<file path="config.mk">
export PLATFORM = sky130hd
export DESIGN_NAME = ldst_mem_responder_flat
export DESIGN_NICKNAME = d
export VERILOG_FILES = /design/src/rtl/ldst_pkg.sv /design/src/rtl/ldst_mem_responder_if.sv /design/src/rtl/ldst_ram.sv /design/src/rtl/ldst_mem_responder.sv /design/src/flat_wrapper.sv
export SDC_FILE = /design/constraint.sdc
export NUM_CORES = 2
export LEC_CHECK = 0
export CORE_MARGIN = 4
export CORE_UTILIZATION = 57
export DETAILED_ROUTE_END_ITERATION = 10
export HOLD_SLACK_MARGIN = 0.03
export PLACE_DENSITY = 0.79
export SYNTH_ARGS = -nofsm -noshare
export SYNTH_HDL_FRONTEND = slang
export SYNTH_HIERARCHICAL = 1
export SYNTH_SLANG_ARGS = --single-unit
</file>
<file path="constraint.sdc">
create_clock -name clk -period 3.8 [get_ports clk]
set_input_delay 0.76 -clock clk [delete_from_list [all_inputs] [get_ports clk]]
set_output_delay 0.76 -clock clk [all_outputs]
set_load 0.02 [all_outputs]
</file>
<file path="src/rtl/ldst_pkg.sv">
// Shared types and constants for the load/store memory responder.
//   ldst_state_t   : responder FSM state (IDLE -> BUSY -> DONE -> IDLE)
//   WORD_W         : data word width
//   CNT_W          : wait-state counter width
//   LDST_BAD_RDATA : read data returned for an out-of-range read
package ldst_pkg;

    localparam int unsigned WORD_W = 16;
    localparam int unsigned CNT_W  = 4;

    localparam logic [WORD_W-1:0] LDST_BAD_RDATA = 16'hDEAD;

    typedef enum logic [1:0] {
        IDLE,
        BUSY,
        DONE
    } ldst_state_t;

endpackage

</file>
<file path="src/rtl/ldst_mem_responder_if.sv">
// Load/store request port between the pipeline (master) and the memory
// responder (slave).
//   i_ldst_rd / i_ldst_wr   : read / write request, held while waitrequest is high
//   i_ldst_addr             : byte address (bit 0 ignored)
//   i_ldst_wrdata           : write data
//   o_ldst_rddata           : registered read data
//   o_ldst_waitrequest      : requester must hold its request and stall
//   o_ldst_err              : sticky protocol/range error
interface ldst_mem_responder_if;
    import ldst_pkg::*;

    logic              i_ldst_rd;
    logic              i_ldst_wr;
    logic [15:0]       i_ldst_addr;
    logic [WORD_W-1:0] i_ldst_wrdata;
    logic [WORD_W-1:0] o_ldst_rddata;
    logic              o_ldst_waitrequest;
    logic              o_ldst_err;

    modport master (
        output i_ldst_rd,
        output i_ldst_wr,
        output i_ldst_addr,
        output i_ldst_wrdata,
        input  o_ldst_rddata,
        input  o_ldst_waitrequest,
        input  o_ldst_err
    );

    modport slave (
        input  i_ldst_rd,
        input  i_ldst_wr,
        input  i_ldst_addr,
        input  i_ldst_wrdata,
        output o_ldst_rddata,
        output o_ldst_waitrequest,
        output o_ldst_err
    );

endinterface

</file>
<file path="src/rtl/ldst_ram.sv">
// Word-addressed data RAM for the load/store responder.
//   clk_i   : clock
//   we_i    : synchronous write enable
//   addr_i  : word index (shared by read and write)
//   wdata_i : write data
//   rdata_o : combinational read data at addr_i
// Contents are not reset.
module ldst_ram
    import ldst_pkg::*;
#(
    parameter int unsigned ADDR_W = 8
) (
    input  logic              clk_i,
    input  logic              we_i,
    input  logic [ADDR_W-1:0] addr_i,
    input  logic [WORD_W-1:0] wdata_i,
    output logic [WORD_W-1:0] rdata_o
);

    localparam int unsigned DEPTH = 2 ** ADDR_W;

    logic [WORD_W-1:0] mem_q [DEPTH];

    always_ff @(posedge clk_i) begin
        if (we_i) begin
            mem_q[addr_i] <= wdata_i;
        end
    end

    assign rdata_o = mem_q[addr_i];

endmodule

</file>
<file path="src/rtl/ldst_mem_responder.sv">
// Memory-side responder for the pipeline load/store port. Accepts one word
// transaction at a time, stalls the requester for WAIT_CYCLES wait states via
// waitrequest, then commits a write to / returns a read from the data RAM.
//   clk    : system clock, rising edge
//   reset  : asynchronous active-low reset
//   bus_io : load/store request port (slave side)
// Optional build macro LDST_RANGE_CHK_EN: addresses with any bit above the RAM
// index set are out of range; writes are dropped, reads return 16'hDEAD, and
// the sticky error flag is raised. Without it the index wraps modulo the depth.
module ldst_mem_responder
    import ldst_pkg::*;
#(
    parameter int unsigned ADDR_W      = 8,
    parameter int unsigned WAIT_CYCLES = 2
) (
    input logic                 clk,
    input logic                 reset,
    ldst_mem_responder_if.slave bus_io
);

    ldst_state_t       state_q;
    logic [CNT_W-1:0]  cnt_q;
    logic              op_wr_q;
    logic              oor_q;
    logic [ADDR_W-1:0] idx_q;
    logic [WORD_W-1:0] wdata_q;
    logic [WORD_W-1:0] rddata_q;
    logic              err_q;

    logic              req;
    logic              both_req;
    logic [15:0]       addr_hi;
    logic              addr_oor;
    logic              commit;
    logic              ram_we;
    logic [WORD_W-1:0] ram_rdata;
    logic              unused_addr_lsb;

    assign req      = bus_io.i_ldst_rd | bus_io.i_ldst_wr;
    assign both_req = bus_io.i_ldst_rd & bus_io.i_ldst_wr;
    assign addr_hi  = bus_io.i_ldst_addr >> (ADDR_W + 1);

    // Byte address bit 0 never selects anything in a word-addressed RAM.
    assign unused_addr_lsb = bus_io.i_ldst_addr[0];

`ifdef LDST_RANGE_CHK_EN
    assign addr_oor = |addr_hi;
`else
    logic unused_addr_hi;
    assign unused_addr_hi = ^addr_hi;
    assign addr_oor       = 1'b0;
`endif

    // Last BUSY cycle: the write lands and read data is captured on this edge.
    assign commit = (state_q == BUSY) && (cnt_q == '0);
    assign ram_we = commit & op_wr_q & ~oor_q;

    always_ff @(posedge clk or negedge reset) begin
        if (!reset) begin
            state_q  <= IDLE;
            cnt_q    <= '0;
            op_wr_q  <= 1'b0;
            oor_q    <= 1'b0;
            idx_q    <= '0;
            wdata_q  <= '0;
            rddata_q <= '0;
            err_q    <= 1'b0;
        end else begin
            unique case (state_q)
                IDLE: begin
                    if (req) begin
                        // Write wins when both strobes are raised together.
                        op_wr_q <= bus_io.i_ldst_wr;
                        oor_q   <= addr_oor;
                        idx_q   <= bus_io.i_ldst_addr[ADDR_W:1];
                        wdata_q <= bus_io.i_ldst_wrdata;
                        cnt_q   <= CNT_W'(WAIT_CYCLES);
                        state_q <= BUSY;
                        if (both_req || addr_oor) begin
                            err_q <= 1'b1;
                        end
                    end
                end
                BUSY: begin
                    if (cnt_q != '0) begin
                        cnt_q <= cnt_q - 1'b1;
                    end else begin
                        state_q <= DONE;
                        if (!op_wr_q) begin
                            rddata_q <= oor_q ? LDST_BAD_RDATA : ram_rdata;
                        end
                    end
                end
                DONE: begin
                    state_q <= IDLE;
                end
                default: begin
                    state_q <= IDLE;
                end
            endcase
        end
    end

    ldst_ram #(
        .ADDR_W (ADDR_W)
    ) u_ram (
        .clk_i   (clk),
        .we_i    (ram_we),
        .addr_i  (idx_q),
        .wdata_i (wdata_q),
        .rdata_o (ram_rdata)
    );

    // Follows the live request so a requester that drops out mid-BUSY sees no stall.
    assign bus_io.o_ldst_waitrequest = req & (state_q != DONE);
    assign bus_io.o_ldst_rddata      = rddata_q;
    assign bus_io.o_ldst_err         = err_q;

endmodule

</file>
<file path="src/flat_wrapper.sv">
// flat-port wrapper written by rule: the top's interface ports become plain ports
module ldst_mem_responder_flat import ldst_pkg::*;
#(
    parameter int unsigned ADDR_W      = 8,
    parameter int unsigned WAIT_CYCLES = 2
)
  (clk, reset, bus_io_i_ldst_rd, bus_io_i_ldst_wr, bus_io_i_ldst_addr, bus_io_i_ldst_wrdata, bus_io_o_ldst_rddata, bus_io_o_ldst_waitrequest, bus_io_o_ldst_err);
  ldst_mem_responder_if bus_io_i ();
  input logic clk;
  input logic reset;
  input wire logic [$bits(bus_io_i.i_ldst_rd)-1:0] bus_io_i_ldst_rd;
  input wire logic [$bits(bus_io_i.i_ldst_wr)-1:0] bus_io_i_ldst_wr;
  input wire logic [$bits(bus_io_i.i_ldst_addr)-1:0] bus_io_i_ldst_addr;
  input wire logic [$bits(bus_io_i.i_ldst_wrdata)-1:0] bus_io_i_ldst_wrdata;
  output wire logic [$bits(bus_io_i.o_ldst_rddata)-1:0] bus_io_o_ldst_rddata;
  output wire logic [$bits(bus_io_i.o_ldst_waitrequest)-1:0] bus_io_o_ldst_waitrequest;
  output wire logic [$bits(bus_io_i.o_ldst_err)-1:0] bus_io_o_ldst_err;
  assign bus_io_i.i_ldst_rd = bus_io_i_ldst_rd;
  assign bus_io_i.i_ldst_wr = bus_io_i_ldst_wr;
  assign bus_io_i.i_ldst_addr = bus_io_i_ldst_addr;
  assign bus_io_i.i_ldst_wrdata = bus_io_i_ldst_wrdata;
  assign bus_io_o_ldst_rddata = bus_io_i.o_ldst_rddata;
  assign bus_io_o_ldst_waitrequest = bus_io_i.o_ldst_waitrequest;
  assign bus_io_o_ldst_err = bus_io_i.o_ldst_err;
  ldst_mem_responder #(.ADDR_W(ADDR_W), .WAIT_CYCLES(WAIT_CYCLES)) u_core (.clk(clk), .reset(reset), .bus_io(bus_io_i));
endmodule
</file>
==> flow_metrics.env <==
export IMPL_yosys_warnings=6
export IMPL_min_period_ns=3.766
export IMPL_critPathLaunchType="register"
export IMPL_post_route_drc_count=0
export IMPL_max_slew_margin_rel_pct=9.930
export IMPL_antenna_found_initial=17
export IMPL_cts_sinks=4144
export IMPL_grt_max_degree=145
export IMPL_cts_root_buf="clkbuf_16"
export IMPL_insertion_delay_ns=1.03
export IMPL_grt_usage_pct=29.23
export IMPL_worstPathRequired_ns=4.65
export IMPL_finClkSkew_ns=0.1089
export IMPL_maxCapViolCount=0
export IMPL_dr_pass1_iters=6
export IMPL_arrival_ns=4.61
export IMPL_clk_pin_slew_worst_paths_ns=0.06
export IMPL_hp_class="in -> reg"
export IMPL_dp_hpwl_mm=228.3
export IMPL_post_cts_repair_setup_buffers=0
export IMPL_endpoint_kind="register"
export IMPL_tightestPinTransition_ns=1.351
export IMPL_final_max_slew_viol_count=0
export IMPL_grt_pass1_wl_mm=597.0
export IMPL_leakagePower_nw=55.79
export IMPL_async_flop_share_pct=1.158
export IMPL_wl_per_cell_um=36.18
export IMPL_finalWirelength_mm=413.2
export IMPL_syn_nets=6873
export IMPL_fmax_ghz=0.2655
export IMPL_synth_area_leaders="edfxtp_1, mux4_2, a22oi_1"
export IMPL_synth_common_cells="edfxtp_1, mux4_2, a22oi_1"
export IMPL_outcome="finished clean"
export IMPL_place_port_buffers=45
export IMPL_synth_top_area_cell="edfxtp_1"
export IMPL_fin_nets=7550
export IMPL_synth_seq_cells=4144
export IMPL_die_x_um=532.8
export IMPL_seq_area_frac_synth_pct=79.10
export IMPL_peakVddDrop_uv=679.7
export IMPL_drt_iter0_drc=14150
export IMPL_drive_above_1_share_pct=30.09
export IMPL_syn_inst=6836
export IMPL_initial_core_util_pct=57.33
export IMPL_io_pin_count=54
export IMPL_hold_viol_final=0
export IMPL_via_per_inst=7.035
export IMPL_synth_avg_cell_area_um2=22.97
export IMPL_nFillCells=16050
export IMPL_syn_cell_area_um2=157000
export IMPL_worstSetupPathType="reg -> reg"
export IMPL_gp_congestion=0.8978
export IMPL_synth_distinct_cells=38
export IMPL_period_share_pct=99.11
export IMPL_core_rowCount=192
export IMPL_synth_edf_count=4096
export IMPL_layout_setup_ws_ns=0.03381
export IMPL_synth_main_ff_cell="edfxtp_1"
export IMPL_synthToLayoutAreaGrowth_pct=14.02
export IMPL_core_um2=273900
export IMPL_h_tree_depth=5
export IMPL_p_per_area_nw_per_um2=781.4
export IMPL_pre_cts_slack_ns=0.1274
export IMPL_synth_top_area_share_pct=78.34
export IMPL_vias=80330
export IMPL_ant_nets=0
export IMPL_dieArea_um2=283900
export IMPL_die_height_um=532.8
export IMPL_globalRouteOverflowTotal=0
export IMPL_grt_pass1_vias=81380
export IMPL_clockBufferDepth=4
export IMPL_cts_tree="built"
export IMPL_cts_buffers=402
export IMPL_setup_violations=0
export IMPL_worstPathMaxFanout=26
export IMPL_setup_tns_ns=0
export IMPL_synth_most_common_cell="edfxtp_1"
-- worst max-delay path, cell delays in order (launching register included) --
cell,delay [ns]
dfrtp_4,0.55
buf_16,0.25
buf_12,0.20
buf_12,0.25
buf_4,0.29
mux4_2,0.55
a22oi_1,0.29
a21oi_1,0.21
o41ai_2,0.35
buf_4,0.20
nand4_1,0.11
mux2_2,0.31
-- layout make-up --
class,count,area (um^2),area share [%]
sequential,4144,124300,69.41
multi-input combinational,2263,31240,17.45
clock buffer,498,10600,5.918
timing repair buffer,697,6549,3.658
tap,3589,4491,2.508
clock inverter,210,1826,1.020
antenna,13,32.53,0.01817
inverter,5,18.77,0.01048
-- sequential cells by signal, indices dropped and copies added (netlist names) --
register	flops
u_core/u_ram/mem_q	4096
u_core/bus_io.o_ldst_rddata	16
u_core/wdata_q	16
u_core/idx_q	8
u_core/cnt_q	4
u_core/state_q	2
u_core/bus_io.o_ldst_err	1
u_core/op_wr_q	1
-- layer usage --
layer | vias up | GRT usage [%] | share of wire, %
li1 | 30750 | - | -
met1 | 41480 | 38.74 | 32
met2 | 6877 | 45.47 | 48
met3 | 1217 | 7.569 | 13
met4 | 14 | 15.00 | 6.0
met5 | - | 0 | 0.025
-- through the flow --
step	hold WS [ns]	util, %	power, mW	cell area (um^2)	cells
after global routing	0.3723	65.36	143.7	179000	11410
after detailed placement	0.4743	60.79	100.7	166500	10700
after global placement	0.4595	60.79	99.28	166500	10700
after CTS	0.3215	65.33	139.3	178900	11410
after floorplan	0.4644	-	83.89	157000	6836
final	0.3939	65.37	139.9	179000	11420
-- kinds of logic (layout without fill, tap and decap cells) --
| kind of cell | after synthesis | count (layout) | synth area share, % |
|---|---|---|---|
| simple gates | 356 | 356 | 0.9698 |
| other cells | 0 | 13 | 0 |
| buf+inv | 429 | 1410 | 1.261 |
| fa+ha+maj | 1 | 1 | 0.007968 |
| compound gates | 842 | 842 | 3.661 |
| mux | 1064 | 1064 | 15.00 |
| flops | 4144 | 4144 | 79.10 |
-- placed cells by master (no fill, tap or decap), types with 64 or more instances in the layout --
cell type | netlist | layout
clkbuf_16 | 0 | 406
a21oi_1 | 259 | 259
clkinv_1 | 0 | 83
nor2_1 | 236 | 234
a22oi_1 | 512 | 511
edfxtp_1 | 4096 | 4096
buf_12 | 1 | 94
clkinv_2 | 0 | 64
buf_4 | 16 | 555
mux4_2 | 1024 | 1024
clkbuf_1 | 249 | 83
-- repair_timing --
| action | 4_1_cts | 5_1_grt |
|---|---|---|
| resized for setup | 0 | 12 |
| hold buffers | 1 | 0 |
| endpoints found under the hold margin | 48 | 0 |
| setup endpoints to repair | 0 | 71 |
-- where the power goes --
group / internal, mW / total [mW] / switching [mW] / leakage, nW
Combinational: 15.6 / 41.2 / 25.6 / 12.3
Clock: 21.7 / 38.3 / 16.7 / 6.05
Sequential: 57.4 / 60.4 / 2.92 / 37.4
-- worst paths after layout --
| path | startpoint | to | slack (ns) | cells past startpoint |
|---|---|---|---|---|
| hold reg to reg | u_core/bus_io.o_ldst_err | u_core/bus_io.o_ldst_err | 0.49 | 1 |
| setup / recovery | u_core/idx_q[0] | u_core/bus_io.o_ldst_rddata[9] | 0.03 | 11 |
| hold / removal | bus_io_i_ldst_rd | u_core/op_wr_q | 0.39 | 3 |
| min in group asynchronous | reset | u_core/cnt_q[3] | 0.42 | 2 |
| setup reg to reg | u_core/idx_q[0] | u_core/bus_io.o_ldst_rddata[9] | 0.03 | 11 |
| max in group asynchronous | reset | u_core/wdata_q[10] | 2.65 | 2 |
No activity file was read; power rests on OpenSTA's default activity.
